### src/rtl/sobel_gxgy_sched.sv
// sobel_gxgy_sched: shares one gradient kernel between the straight (X) and
// transposed (Y) orientation of each accepted 3x3 window, then pairs the two
// kernel results into gx, gy and a magnitude.
// Optional build macro: SOBEL_MAG_SAT_EN clamps out_mag to MAG_MAX.
module sobel_gxgy_sched #(
    parameter int KLAT    = 2,
    parameter int MAG_MAX = 255
) (
    input  logic        clk,
    input  logic        rst_n,
    input  logic        in_valid,
    output logic        in_ready,
    input  logic        in_sof,
    input  logic        in_eol,
    input  logic [7:0]  in11, in12, in13,
    input  logic [7:0]  in21, in22, in23,
    input  logic [7:0]  in31, in32, in33,
    output logic [7:0]  k11, k12, k13,
    output logic [7:0]  k21, k22, k23,
    output logic [7:0]  k31, k32, k33,
    output logic        k_ce,
    input  logic [8:0]  k_out,
    output logic        out_valid,
    input  logic        out_ready,
    output logic [8:0]  out_gx,
    output logic [8:0]  out_gy,
    output logic [9:0]  out_mag,
    output logic        out_sof,
    output logic        out_eol,
    output logic [15:0] pix_count
);

    typedef enum logic {IDLE, ISSUE_Y} state_t;

    typedef struct packed {
        logic v;
        logic y;
        logic sof;
        logic eol;
    } tag_t;

    localparam logic [9:0] MAG_MAX_W = 10'(MAG_MAX);

    state_t            state;
    logic [8:0][7:0]   in_win;
    logic [8:0][7:0]   hold_win;
    logic [8:0][7:0]   tr_win;
    logic [8:0][7:0]   k_win;
    logic              hold_sof;
    logic              hold_eol;
    tag_t              k_tag;
    tag_t [KLAT-1:0]   tag_pipe;
    tag_t              tail;
    logic [8:0]        gx_hold;
    logic [9:0]        mag_sum;
    logic [9:0]        mag_next;

    // Window element index is row*3+col (in11 -> 0, in33 -> 8)
    assign in_win[0] = in11;
    assign in_win[1] = in12;
    assign in_win[2] = in13;
    assign in_win[3] = in21;
    assign in_win[4] = in22;
    assign in_win[5] = in23;
    assign in_win[6] = in31;
    assign in_win[7] = in32;
    assign in_win[8] = in33;

    assign k11 = k_win[0];
    assign k12 = k_win[1];
    assign k13 = k_win[2];
    assign k21 = k_win[3];
    assign k22 = k_win[4];
    assign k23 = k_win[5];
    assign k31 = k_win[6];
    assign k32 = k_win[7];
    assign k33 = k_win[8];

    // Transposed view of the latched window: element (r,c) takes (c,r)
    generate
        for (genvar gi = 0; gi < 9; gi++) begin : g_transpose
            assign tr_win[gi] = hold_win[(gi % 3) * 3 + (gi / 3)];
        end
    endgenerate

    // Everything upstream of the output register freezes while a result waits
    assign k_ce     = !(out_valid && !out_ready);
    assign in_ready = (state == IDLE) && k_ce;
    assign tail     = tag_pipe[KLAT-1];

    assign mag_sum = {1'b0, gx_hold} + {1'b0, k_out};
`ifdef SOBEL_MAG_SAT_EN
    assign mag_next = (mag_sum > MAG_MAX_W) ? MAG_MAX_W : mag_sum;
`else
    logic [9:0] mag_max_unused;
    assign mag_max_unused = MAG_MAX_W;
    assign mag_next       = mag_sum;
`endif

    // Issue FSM: straight window on accept, transposed copy on the next enabled cycle
    always_ff @(posedge clk or negedge rst_n) begin
        if (!rst_n) begin
            state    <= IDLE;
            k_win    <= '0;
            hold_win <= '0;
            hold_sof <= 1'b0;
            hold_eol <= 1'b0;
            k_tag    <= '0;
        end else if (k_ce) begin
            case (state)
                IDLE: begin
                    if (in_valid) begin
                        k_win    <= in_win;
                        hold_win <= in_win;
                        hold_sof <= in_sof;
                        hold_eol <= in_eol;
                        k_tag    <= '{v: 1'b1, y: 1'b0, sof: in_sof, eol: in_eol};
                        state    <= ISSUE_Y;
                    end else begin
                        k_tag <= '0;
                    end
                end
                ISSUE_Y: begin
                    k_win <= tr_win;
                    k_tag <= '{v: 1'b1, y: 1'b1, sof: hold_sof, eol: hold_eol};
                    state <= IDLE;
                end
                default: state <= IDLE;
            endcase
        end
    end

    // Tag pipe tracks the kernel's own latency so the tail lines up with k_out
    always_ff @(posedge clk or negedge rst_n) begin
        if (!rst_n) begin
            tag_pipe <= '0;
        end else if (k_ce) begin
            tag_pipe[0] <= k_tag;
            for (int i = 1; i < KLAT; i++) begin
                tag_pipe[i] <= tag_pipe[i-1];
            end
        end
    end

    // Pair X and Y kernel results; a reload in the handshake cycle keeps out_valid high
    always_ff @(posedge clk or negedge rst_n) begin
        if (!rst_n) begin
            gx_hold   <= '0;
            out_valid <= 1'b0;
            out_gx    <= '0;
            out_gy    <= '0;
            out_mag   <= '0;
            out_sof   <= 1'b0;
            out_eol   <= 1'b0;
            pix_count <= '0;
        end else begin
            if (out_valid && out_ready) begin
                out_valid <= 1'b0;
                pix_count <= pix_count + 16'd1;
            end
            if (k_ce && tail.v && !tail.y) begin
                gx_hold <= k_out;
            end
            if (k_ce && tail.v && tail.y) begin
                out_gx    <= gx_hold;
                out_gy    <= k_out;
                out_mag   <= mag_next;
                out_sof   <= tail.sof;
                out_eol   <= tail.eol;
                out_valid <= 1'b1;
            end
        end
    end

endmodule

### config.mk
export PLATFORM = sky130hd
export DESIGN_NAME = sobel_gxgy_sched
export DESIGN_NICKNAME = d
export VERILOG_FILES = /design/src/rtl/sobel_gxgy_sched.sv
export SDC_FILE = /design/constraint.sdc
export NUM_CORES = 1
export LEC_CHECK = 0
export ABC_AREA = 0
export BUFFER_PORTS_ARGS = -buffer_cell sky130_fd_sc_hd__buf_2
export CORE_ASPECT_RATIO = 1.4
export CORE_UTILIZATION = 40
export DETAILED_ROUTE_END_ITERATION = 12
export MAX_ROUTING_LAYER = met4
export PLACE_DENSITY = 0.71
export SLEW_MARGIN = 5
export SYNTH_ARGS = -nofsm -noshare
export SYNTH_HDL_FRONTEND = slang
export SYNTH_SLANG_ARGS = --single-unit
### constraint.sdc
create_clock -name clk -period 3.9 [get_ports clk]
set_clock_uncertainty 0.1 [all_clocks]
set_input_delay 0.39 -clock clk [delete_from_list [all_inputs] [get_ports clk]]
set_output_delay 0.39 -clock clk [all_outputs]
set_load 0.05 [all_outputs]
# Word level (Yosys, flattened, before mapping)
# Index checks and enable logic that the tools add are counted.
# W data, S select, Z words.
dict set report classes {
  n_reduce_logical 12
  add_sub_neg 2
  n_eq_ne 1
  bitwise 2
  n_mux 8
}
# op count
set op_table {}
lappend op_table {{$pmux W72 S2} 1}
lappend op_table {{$mux W72} 1}
lappend op_table {{$add A16 B1 Y16 const B} 1}
lappend op_table {{$add A9 B9 Y10} 1}
lappend op_table {{$pmux W4 S2} 1}
lappend op_table {{$logic_and A1 B1 Y1} 6}
lappend op_table {{$mux W4} 1}
lappend op_table {{$logic_not A1 Y1} 3}
lappend op_table {{$mux W1} 3}
lappend op_table {{$reduce_and A3 Y1} 1}
lappend op_table {{$ne A2 B2 Y1 const B} 1}
lappend op_table {{$not A1 Y1} 2}
lappend op_table {{$pmux W1 S2} 1}
lappend op_table {{$reduce_and A2 Y1} 1}
lappend op_table {{$reduce_bool A2 Y1} 1}
dict set report word_totals {
  register_bits 215
  in_bits 87
  out_inout_bits 121
}

# Longest topological paths before layout
# Gate-level depths: netlist (run 1).
dict set report logic_depth {
  depth_word 6
  mapped_depth 8
}

# Least setup slack after synthesis (run 1)
# OpenSTA, ideal clock, no wires.
dict set report synth_path {
  kind {register to output}
  start {register out_valid}
  end {output in_ready}
  stages_incl_launch_ff 5
  setup_slack_ns 1.650
  t_arrival_ns 1.760
  path_buffers 2
  cell_sequence {dfrtp_1 > nor2b_1 > buf_2 > clkbuf_1 > nor2_1}
}
dict set report synth_between {
  elab_chain_cells 3
}
# element line_no
set synth_lines {}
lappend synth_lines {{start, declared} 23} ;# output logic out_valid,
lappend synth_lines {{start signal, assigned} 149} ;# out_valid <= 1'b0;
lappend synth_lines {{start signal, assigned} 158} ;# out_valid <= 1'b0;
lappend synth_lines {{start signal, assigned} 170} ;# out_valid <= 1'b1;
lappend synth_lines {{$logic_and A1 B1 Y1} 87} ;# assign k_ce = !(out_valid && !out_ready);
lappend synth_lines {{$logic_not A1 Y1} 87}
lappend synth_lines {{$logic_and A1 B1 Y1} 88} ;# assign in_ready = (state == IDLE) && k_ce;
lappend synth_lines {{end, declared} 12} ;# output logic in_ready,
# No other way between the ends.

# Worst setup path in the final report (run 1)
dict set report layout_path {
  start {input k_out[0]}
  end {register out_mag[8]}
}
dict set report layout_between {
  elab_chain_cells 1
}
# element line_no
set layout_lines {}
lappend layout_lines {{start, declared} 22} ;# input logic [8:0] k_out,
lappend layout_lines {{$add A9 B9 Y10} 91} ;# assign mag_sum = {1'b0, gx_hold} + {1'b0, k_out};
lappend layout_lines {{end signal, assigned} 167} ;# out_mag <= mag_next;
lappend layout_lines {{end, declared} 27} ;# output logic [9:0] out_mag,
# No other way between the ends.
# A chain may end at the register's enable or synchronous reset.

==> results of run 1 <==
metal layers:
layer,up-vias,part of all wire,global-route usage
li1,3027,-,-
met1,3022,0.40,0.198
met2,173,0.51,0.300
met3,42,0.059,0.0378
met4,0,0.034,0.0701
met5,-,0,-
power by group through the flow:
stage | Sequential [W] | Clock (W) | Combinational (W)
6_report | 0.00387 | 0.00209 | 0.00474
3_5_place_dp | 0.00391 | 0 | 0.00478
5_1_grt | 0.00401 | 0.00225 | 0.00508
4_1_cts | 0.00388 | 0.00215 | 0.00479
2_1_floorplan | 0.00565 | 0 | 0.00188
3_3_place_gp | 0.00387 | 0 | 0.00470
Yosys cell counts (all sizes together), types with 2 or more instances:
master	count
nor2	86
nor2b	3
buf	26
a21oi	78
nand2	110
clkbuf	17
ha	10
xor2	9
nand4	4
dfrtp	215
a221oi	2
xnor2	11
mux2	83
mux2i	72
a211oi	2
and3	5
o211ai	2
o21ai	14
a21o	2
inv	5
nand3	6
worst max path at each step:
| stage | start | slack (ns) | to |
|---|---|---|---|
| global route | state | 1.23 | hold_win[27] |
| CTS | state | 1.32 | hold_win[48] |
| global placement | state | 1.36 | hold_win[50] |
| floorplan | out_valid | 1.65 | in_ready |
| detailed placement | state | 1.32 | hold_win[48] |
| finish | k_out[0] | 1.39 | out_mag[8] |
sequential cells by signal, indices dropped and copies added, names as in the netlist, 9 cells and up:
name and cells:
hold_win 72, pix_count 16, out_mag 10, gx_hold 9
out_gx 9, out_gy 9
placed cells by master, fill, tap and decap left out, types with 2 or more instances in the layout:
| cell | n |
|---|---|
| xnor2_1 | 11 |
| clkbuf_1 | 5 |
| mux2_2 | 83 |
| ha_1 | 10 |
| clkbuf_16 | 23 |
| buf_4 | 8 |
| nand4_1 | 4 |
| o21ai_0 | 14 |
| inv_1 | 4 |
| buf_2 | 206 |
| a211oi_1 | 2 |
| dlygate4sd3_1 | 2 |
| clkbuf_8 | 3 |
| clkinv_2 | 2 |
| mux2i_1 | 72 |
| a21o_1 | 2 |
| nand3_1 | 6 |
| nor2b_1 | 3 |
| a221oi_1 | 2 |
| nor2_1 | 84 |
| o211ai_1 | 2 |
| dfrtp_1 | 214 |
| a21oi_1 | 78 |
| xor2_1 | 9 |
| and3_1 | 5 |
| nand2_1 | 109 |
| bufinv_16 | 2 |
repair_timing:
item | in CTS | in global routing
setup buffers | 0 | 0
hold endpoints to repair | 104 | 0
setup endpoints to repair | 0 | 0
gates resized for setup | 0 | 0
hold buffers | 2 | 0
worst max-delay path: cells and delay by family:
family | cells | cell delay [ns]
AOI/OAI and AO/OA | 1 | 0.33
buffers and inverters | 3 | 0.71
adders and majority gates | 2 | 0.58
and+or+nand+nor | 4 | 0.83
area by class of cell:
| type | instances | area [sq um] | share of cell area |
|---|---|---|---|
| diodes | 1 | 2.50 | 0.000226 |
| well taps | 297 | 372 | 0.0336 |
| multi-input cells | 510 | 3430 | 0.310 |
| clock buffers | 31 | 636 | 0.0574 |
| clock inverters | 5 | 78.8 | 0.00712 |
| flip-flops and latches | 215 | 5380 | 0.486 |
| inverters | 5 | 18.8 | 0.00170 |
| repair buffers | 218 | 1150 | 0.104 |
metrics by stage:
stage / setup slack (ns) / util / cells
final: 1.39 / 0.503 / 1282
after global routing: 1.23 / 0.503 / 1282
after CTS: 1.32 / 0.503 / 1281
after detailed placement: 1.32 / 0.469 / 1243
after global placement: 1.36 / 0.469 / 1243
after floorplan: 1.65 / - / 773
kinds of logic (layout without fill, tap and decap cells):
group,count (synthesis),count (layout),share of synthesized area
XOR/XNOR,20,20,0.0194
adder cells (fa/ha/maj),11,11,0.0160
buffers and inverters,48,259,0.0271
other,0,1,0
flip-flops,215,215,0.595
AND/OR/NAND/NOR,220,220,0.0981
AO/OA/AOI/OAI,104,104,0.0617
multiplexers,155,155,0.183
==> results.py, run 1 <==
metrics = {
    "setup_path": {
        "arrival_ns": 2.84,
        "max_stage_delay_ns": 0.53,
        "worstPathMaxFanout": 3,
        "worst-r2r-setup-slack_ns": 1.39,
        "cp_slowest_cell": "dlygate4sd3_1",
        "worstPathRequired_ns": 4.23,
        "critical_path_class": "in2reg",
        "rr_startpoint": "state",
        "endpoint_kind": "register",
        "worstRegToRegCells": 4,
        "cp_cell_sequence": "dlygate4sd3_1 -> buf_2 -> ha_1 -> inv_1 -> fa_1 -> and2b_1 -> nor3_1 -> o31a_1 -> or4_1 -> nand3_1",
        "worst_setup_path_start_kind": "primary input",
        "timing.rr.end": "hold_win[10]",
    },
    "clock_network": {
        "worst_skew_pair.late_latency_ns": 0.49,
        "clockRootBuffer": "clkbuf_16",
        "cts_tree": "done",
        "clkSinkCount": 215,
        "ctsHtreeMaxLevel": 1,
        "clk_pin_slew_worst_paths_ns": 0.06,
        "clk_path_buf_depth": 3,
        "cts_buffers": 22,
    },
    "power_and_ir_drop": {
        "p_leak_nw": 5.29,
        "p_switching_w": 0.00476,
        "p_per_area_nw_per_um2": 966,
        "seq_power_share": 0.362,
        "power_frac_comb": 0.443,
        "power_frac_clock": 0.196,
        "p_int_w": 0.00594,
        "power_w": 0.0107,
        "peakVddDrop_mv": 0.460,
        "sw_frac_of_total": 0.444,
    },
    "detailed_routing": {
        "ant_nets": 0,
        "firstDrtPassIters": 4,
        "drc_errors": 0,
        "drtIter0Drc": 227,
        "wirelength_um": 19400,
        "vias": 6264,
        "via_per_inst": 4.89,
        "wl_per_cell_um": 15.1,
    },
    "run_status": {
        "outcome": "completed",
    },
    "floorplanning": {
        "num_rows": 64,
        "core-area_sq_um": 22000,
        "pin_count": 208,
        "die_area_sq_um": 23200,
        "start_util": 0.411,
        "die_w_um": 129,
        "die_h_um": 180,
    },
    "timing": {
        "slew_violations": 0,
        "rsz0062_at_grt": "false",
        "relSlewSlack": 0.413,
        "finalCriticalPeriod_ns": 2.51,
        "finalHoldWorstSlack_ns": 0.0239,
        "fin_setup_tns_ns": 0,
        "setup_viol": 0,
        "finalHoldViolations": 0,
        "tightest_slew_ns": 0.880,
        "period_share": 0.644,
        "fmax_mhz": 398,
    },
    "min_path": {
        "hp-class": "in2reg",
        "min_from": "k_out[2]",
        "hold_path_depth": 3,
        "holdPathEnd": "out_gy[2]",
    },
    "grt": {
        "antenna_found_initial": 1,
        "grt_pass1_wl_um": 31600,
        "grt-ovfl-total": 0,
        "grtUsageTotal": 0.176,
        "grt_start_max_net_pins": 106,
        "first_global_vias": 6374,
    },
    "logic_synthesis": {
        "ys_ff_latch": 215,
        "syn-num-nets": 871,
        "syn_area_sq_um": 9050,
        "yosysUniqueCellTypes": 37,
        "synth_flop_cell": "dfrtp_1",
        "synth.yosys.seq_area_share": 0.595,
        "avgSynthCellArea_sq_um": 11.7,
        "synth_area_leaders": "dfrtp_1, mux2_2, mux2i_1, nand2_1, a21oi_1",
        "synth_warnings": 0,
        "synthArstFlopShare": 1.00,
        "synth_edf_count": 0,
        "postSynthCellCount": 773,
        "synth.largest_area_cell": "dfrtp_1",
        "synth_top_area_share": 0.595,
    },
    "job": {
        "cap_violations": 0,
    },
    "finish": {
        "num-fill-cells": 1994,
        "final_nets": 1070,
        "area_delta_synth_final_pct": 22.4,
        "postLayoutCellArea_sq_um": 11100,
        "layout-drive-gt1-share": 0.341,
    },
    "place": {
        "portBuffers": 207,
        "gp_congestion": 0.858,
        "placed_cell_area_sq_um": 10300,
        "dp.final_hpwl_um": 13200,
    },
}
Note: power is estimated with default switching activity, not from simulation.
==> inputs of run 2 (changes only) <==
--- a/config.mk
+++ b/config.mk
@@ -5,13 +5,13 @@
 export SDC_FILE = /design/constraint.sdc
 export NUM_CORES = 1
 export LEC_CHECK = 0
-export ABC_AREA = 0
+export ABC_AREA = 1
 export BUFFER_PORTS_ARGS = -buffer_cell sky130_fd_sc_hd__buf_2
 export CORE_ASPECT_RATIO = 1.4
 export CORE_UTILIZATION = 40
 export DETAILED_ROUTE_END_ITERATION = 12
 export MAX_ROUTING_LAYER = met4
-export PLACE_DENSITY = 0.71
+export PLACE_DENSITY = 0.73
 export SLEW_MARGIN = 5
 export SYNTH_ARGS = -nofsm -noshare
 export SYNTH_HDL_FRONTEND = slang
==> constraint.sdc (replaced) <==
create_clock -name clk -period 2.2 [get_ports clk]
set_clock_uncertainty 0.1 [all_clocks]
set_input_delay 0.22 -clock clk [delete_from_list [all_inputs] [get_ports clk]]
set_output_delay 0.22 -clock clk [all_outputs]
set_load 0.05 [all_outputs]
==> run 2 against run 1 <==
Against the previous run: worst hold slack gained 0.16 ns; clock power is 81% higher; critical endpoint is now k_ce; highest routed layer unchanged; largest power group unchanged; routed wire length is 28% higher; final area rose by 10%; register-to-register slack got worse by 1.0 ns.
==> results.py, run 2 <==
metrics = {
    "floorplanning": {
        "num_rows": 65,
        "start_util": 0.409,
        "die_area_sq_um": 23600,
        "die_h_um": 182,
        "die_w_um": 130,
        "core-area_sq_um": 22500,
        "pin_count": 208,
    },
    "timing": {
        "fin_setup_tns_ns": 0,
        "slew_violations": 0,
        "relSlewSlack": 0.612,
        "tightest_slew_ns": 0.581,
        "fmax_mhz": 481,
        "period_share": 0.945,
        "finalCriticalPeriod_ns": 2.08,
        "finalHoldViolations": 0,
        "finalHoldWorstSlack_ns": 0.184,
        "rsz0062_at_grt": "false",
        "setup_viol": 0,
        "setup_ws_ns": 0.121,
    },
    "logic_synthesis": {
        "yosysUniqueCellTypes": 28,
        "syn-num-nets": 1185,
        "synth_edf_count": 0,
        "synth_warnings": 0,
        "syn_area_sq_um": 9210,
        "postSynthCellCount": 1087,
        "synthArstFlopShare": 1.00,
        "synth_top_area_share": 0.584,
        "synth_flop_cell": "dfrtp_1",
        "ys_ff_latch": 215,
        "avgSynthCellArea_sq_um": 8.47,
        "synth.yosys.seq_area_share": 0.584,
        "synth_area_leaders": "dfrtp_1, nand2_1, a31oi_1, nor2_1, inv_1",
        "synth.largest_area_cell": "dfrtp_1",
        "yosysMostFrequentCell": "nand2_1",
        "synthTopCellsByCount": "nand2_1, dfrtp_1, nor2_1",
    },
    "power_and_ir_drop": {
        "power_frac_clock": 0.195,
        "p_per_area_nw_per_um2": 1590,
        "sw_frac_of_total": 0.473,
        "peakVddDrop_mv": 1.01,
        "seq_power_share": 0.349,
        "power_frac_comb": 0.456,
        "p_int_w": 0.0102,
        "power_w": 0.0194,
        "p_switching_w": 0.00918,
        "p_leak_nw": 6.35,
    },
    "setup_path": {
        "critPathBufInv": 4,
        "cp_slowest_cell": "dfrtp_1",
        "crit_path_start": "out_valid",
        "worstPathMaxFanout": 17,
        "crit_cells": 5,
        "worstRegToRegCells": 11,
        "worst_setup_path_start_kind": "register",
        "worstPathRequired_ns": 1.88,
        "endpoint_kind": "output port",
        "critical_path_class": "reg2out",
        "crit_family": "buffers and inverters",
        "max_stage_delay_ns": 0.41,
        "rr_startpoint": "gx_hold[0]",
        "arrival_ns": 1.76,
        "cp_cell_sequence": "inv_1 -> nor2_4 -> buf_4 -> inv_2 -> clkbuf_4",
    },
    "grt": {
        "grt-ovfl-total": 0,
        "grt_start_max_net_pins": 76,
        "first_global_vias": 8263,
        "grt_pass1_wl_um": 40100,
        "globalRoute.busiestLayer": "met2",
        "met2_usage": 0.363,
        "grtUsageTotal": 0.218,
        "met1_usage": 0.249,
        "met3_usage": 0.0368,
        "antenna_found_initial": 1,
    },
    "clock_network": {
        "clk_pin_slew_worst_paths_ns": 0.06,
        "clk_path_buf_depth": 3,
        "ctsHtreeMaxLevel": 1,
        "worst_skew_pair.late_latency_ns": 0.50,
        "clockRootBuffer": "clkbuf_16",
        "cts_tree": "done",
        "cts_buffers": 23,
        "clkSinkCount": 215,
    },
    "place": {
        "placed_cell_area_sq_um": 10600,
        "portBuffers": 207,
        "gp_congestion": 0.876,
        "dp.final_hpwl_um": 15400,
        "post-place-ws_ns": 0.403,
    },
    "detailed_routing": {
        "drc_errors": 0,
        "wl_per_cell_um": 14.6,
        "via_per_inst": 4.94,
        "wirelength_um": 24800,
        "drtIter0Drc": 546,
        "vias": 8363,
        "ant_nets": 0,
        "firstDrtPassIters": 5,
    },
    "finish": {
        "area_delta_synth_final_pct": 32.8,
        "top_register": "hold_win",
        "layout-drive-gt1-share": 0.204,
        "final_cell_mix": "nand2_1, dfrtp_1, buf_2",
        "final_nets": 1472,
        "final_common_cell": "nand2_1",
        "largest_reg_flops": 72,
        "postLayoutCellArea_sq_um": 12200,
        "num-fill-cells": 1971,
        "reg_top3": "hold_win (72), pix_count (16), out_mag (10)",
        "multi_input_area_sq_um": 3380,
        "seq_area_sq_um": 5380,
    },
    "job": {
        "cap_violations": 0,
    },
    "run_status": {
        "outcome": "completed",
    },
    "min_path": {
        "hp-class": "in2async",
    },
}
==> run 2: changes by cell type after synthesis, moves of 8 or more <==
cell,delta
a21oi_1,-74
nor2_1,+10
nand2_1,+397
inv_1,+43
a31oi_1,+71
mux2_2,-83
buf_2,+8
o21ai_0,+20
nand3_1,+9
mux2i_1,-72
==> run 2: cell families (layout without fill, tap and decap cells) <==
logic type | Yosys count | in the layout | synth area share
and+or+nand+nor | 632 | 632 | 0.267
DFF | 215 | 215 | 0.584
AOI/OAI and AO/OA | 112 | 112 | 0.0715
buffers and inverters | 105 | 408 | 0.0499
xor gates and xnor gates | 12 | 12 | 0.0114
adders and majority gates | 11 | 11 | 0.0158
other | 0 | 1 | 0
==> run 2: power by group through the flow <==
stage               registers, W  clock network, W  logic (W)
finish                   0.00678           0.00378    0.00885
global route             0.00697           0.00404    0.00959
CTS                      0.00675           0.00389    0.00881
detailed placement       0.00679                 0    0.00866
global placement         0.00674                 0    0.00852
floorplan                 0.0100                 0    0.00311
==> run 2: path summary, 6_finish.rpt <==
kind / end / slack (ns)
min reg2reg: tag_pipe[0] / 0.37
max reg2reg: out_mag[6] / 0.38
max in group asynchronous: hold_win[42] / 1.04
min: out_mag[8] / 0.18
max: k_ce / 0.12
min in group clk: hold_win[17] / 0.37
==> run 2: stage by stage <==
stage / utilization / instances
after CTS: 0.541 / 1687
after global placement: 0.470 / 1560
final: 0.543 / 1692
after floorplan: - / 1087
after detailed placement: 0.470 / 1560
after global routing: 0.543 / 1692
==> run 2: final cells by class <==
cell class              count  area share
clock buffers              33      0.0550
diodes                      1    0.000205
well taps                 301      0.0308
flip-flops and latches    215       0.440
inverters                  50      0.0153
multi-input cells         767       0.276
repair buffers            317       0.177
clock inverters             8     0.00573
==> run 2: timing repair <==
action                                  in CTS  in global routing
endpoints found under the hold margin      234                  0
endpoints found under the setup margin       0                  1
resized for setup                            0                  1
setup buffers                                0                  4
hold buffers                                86                  0
==> run 2: layer usage <==
| metal | part of all wire | up-vias |
|---|---|---|
| li1 | - | 4010 |
| met1 | 0.40 | 3953 |
| met2 | 0.49 | 323 |
| met3 | 0.062 | 77 |
| met4 | 0.047 | 0 |
| met5 | 0 | - |
==> inputs of run 3 (changes only) <==
--- a/config.mk
+++ b/config.mk
@@ -8,10 +8,10 @@
 export ABC_AREA = 1
 export BUFFER_PORTS_ARGS = -buffer_cell sky130_fd_sc_hd__buf_2
 export CORE_ASPECT_RATIO = 1.4
-export CORE_UTILIZATION = 40
+export CORE_UTILIZATION = 49
 export DETAILED_ROUTE_END_ITERATION = 12
 export MAX_ROUTING_LAYER = met4
-export PLACE_DENSITY = 0.73
+export PLACE_DENSITY = 0.76
 export SLEW_MARGIN = 5
 export SYNTH_ARGS = -nofsm -noshare
 export SYNTH_HDL_FRONTEND = slang
==> run 3 against run 2 <==
Against the previous run: final area is 0.87% lower; routed wire length is 3.8% lower; global-route usage is 3.8 points higher; final cell count is 4.0% lower; worst hold slack worse by 0.15 ns; flip-flop and latch count stayed put; highest routed layer unchanged; combinational power is 0.5% lower; largest power group unchanged; count of clock-buffer cells in the layout stayed put; critical path depth stayed put; largest cell class unchanged; sequential share of layout area is 0.39 points higher; utilization is 12 points higher; sequential power is 0.9% lower.
==> results.py, run 3 (synthesized netlist as in run 2, its figures left out) <==
metrics = {
    "timing": {
        "rsz0062_at_grt": "false",
        "fin_setup_tns_ns": 0,
        "finalHoldViolations": 0,
        "setup_viol": 0,
        "fmax_mhz": 510,
        "finalCriticalPeriod_ns": 1.96,
        "period_share": 0.891,
        "slew_violations": 0,
        "relSlewSlack": 0.577,
        "tightest_slew_ns": 0.635,
    },
    "floorplanning": {
        "core-area_sq_um": 18200,
        "die_w_um": 118,
        "die_h_um": 164,
        "pin_count": 208,
        "start_util": 0.505,
        "num_rows": 58,
        "die_area_sq_um": 19400,
    },
    "power_and_ir_drop": {
        "p_per_area_nw_per_um2": 1590,
        "power_w": 0.0193,
        "peakVddDrop_mv": 1.03,
        "p_leak_nw": 6.34,
    },
    "grt": {
        "grt-ovfl-total": 0,
        "grtUsageTotal": 0.256,
        "grt_start_max_net_pins": 107,
        "grt_pass1_wl_um": 39000,
        "first_global_vias": 8174,
        "antenna_found_initial": 0,
    },
    "detailed_routing": {
        "ant_nets": 0,
        "drtIter0Drc": 631,
        "wl_per_cell_um": 14.7,
        "wirelength_um": 23800,
        "via_per_inst": 5.10,
        "drc_errors": 0,
        "firstDrtPassIters": 5,
        "vias": 8292,
    },
    "clock_network": {
        "ctsHtreeMaxLevel": 1,
        "cts_buffers": 22,
        "clk_pin_slew_worst_paths_ns": 0.06,
        "worst_skew_pair.late_latency_ns": 0.49,
        "cts_tree": "done",
        "clk_path_buf_depth": 3,
        "clkSinkCount": 215,
        "clockRootBuffer": "clkbuf_16",
        "cts_resized": 0,
    },
    "place": {
        "portBuffers": 207,
        "dp.final_hpwl_um": 14900,
        "gp_congestion": 0.927,
    },
    "setup_path": {
        "worst_setup_path_start_kind": "register",
        "endpoint_kind": "output port",
        "worstPathMaxFanout": 10,
        "worstPathRequired_ns": 1.88,
        "arrival_ns": 1.64,
        "critical_path_class": "reg2out",
        "worst-r2r-setup-slack_ns": 0.41,
    },
    "finish": {
        "area_delta_synth_final_pct": 31.7,
        "layout-drive-gt1-share": 0.201,
        "final_cell_mix": "nand2_1, dfrtp_1, buf_2",
        "final_common_cell": "nand2_1",
        "final_nets": 1469,
        "reg_top3": "hold_win (72), pix_count (16), out_mag (10)",
        "insertedDiodeCount": 0,
        "top_register": "hold_win",
        "largest_reg_flops": 72,
    },
    "run_status": {
        "outcome": "completed",
    },
    "min_path": {
        "hp-class": "in2reg",
    },
    "job": {
        "cap_violations": 0,
    },
}
[run 3: worst max-delay path, cell delays in order (launching register included)]
cell and delay [ns]:
dfrtp_1 0.39, inv_1 0.10, nor2_4 0.08, buf_4 0.15, nor2_2 0.13, buf_2 0.30
[run 3: layout make-up]
cell class / instances / area, sq um
multi-input cells: 767 / 3380
clock buffers: 33 / 673
inverters: 50 / 188
fillers: 1414 / 6090
clock inverters: 5 / 50.0
well taps: 240 / 300
flip-flops and latches: 215 / 5380
repair buffers: 315 / 2160
[run 3: routing by layer]
metal,vias to the layer above,GRT usage,wire length [um]
li1,3995,-,-
met1,3931,0.309,9740
met2,310,0.440,12100
met3,56,0.0313,1240
met4,0,0.0985,756
met5,-,-,0
[run 3: path summary, 6_finish.rpt]
kind                            start     endpoint  cells past startpoint
setup / recovery            out_valid     in_ready                      5
hold / removal               in_valid     k_tag[3]                      3
setup reg to reg           gx_hold[0]   out_mag[8]                     11
hold reg to reg              k_tag[2]  tag_pipe[2]                      2
max in group asynchronous       rst_n       k23[7]                      3
min in group asynchronous       rst_n   out_mag[5]                      2
[run 3: per-stage QoR]
step,hold slack [ns],std cells,instance area [sq um],setup WS [ns],util
CTS,0.0253,1621,12100,0.108,0.664
global placement,0.0929,1498,10500,0.456,0.578
global route,0.106,1625,12100,0.154,0.666
finish,0.0336,1625,12100,0.239,0.666
floorplan,-0.176,1087,9210,0.131,-
detailed placement,0.0937,1498,10500,0.407,0.578
[run 3: what timing repair did]
item,CTS,global route
endpoints found under the setup margin,0,1
hold buffers,85,0
endpoints found under the hold margin,348,0
setup buffers,0,4
[run 3: report_power, final]
group | switching (W) | internal (W)
logic | 0.00656 | 0.00225
clock network | 0.00150 | 0.00222
registers | 0.00102 | 0.00571
total | 0.00907 | 0.0102
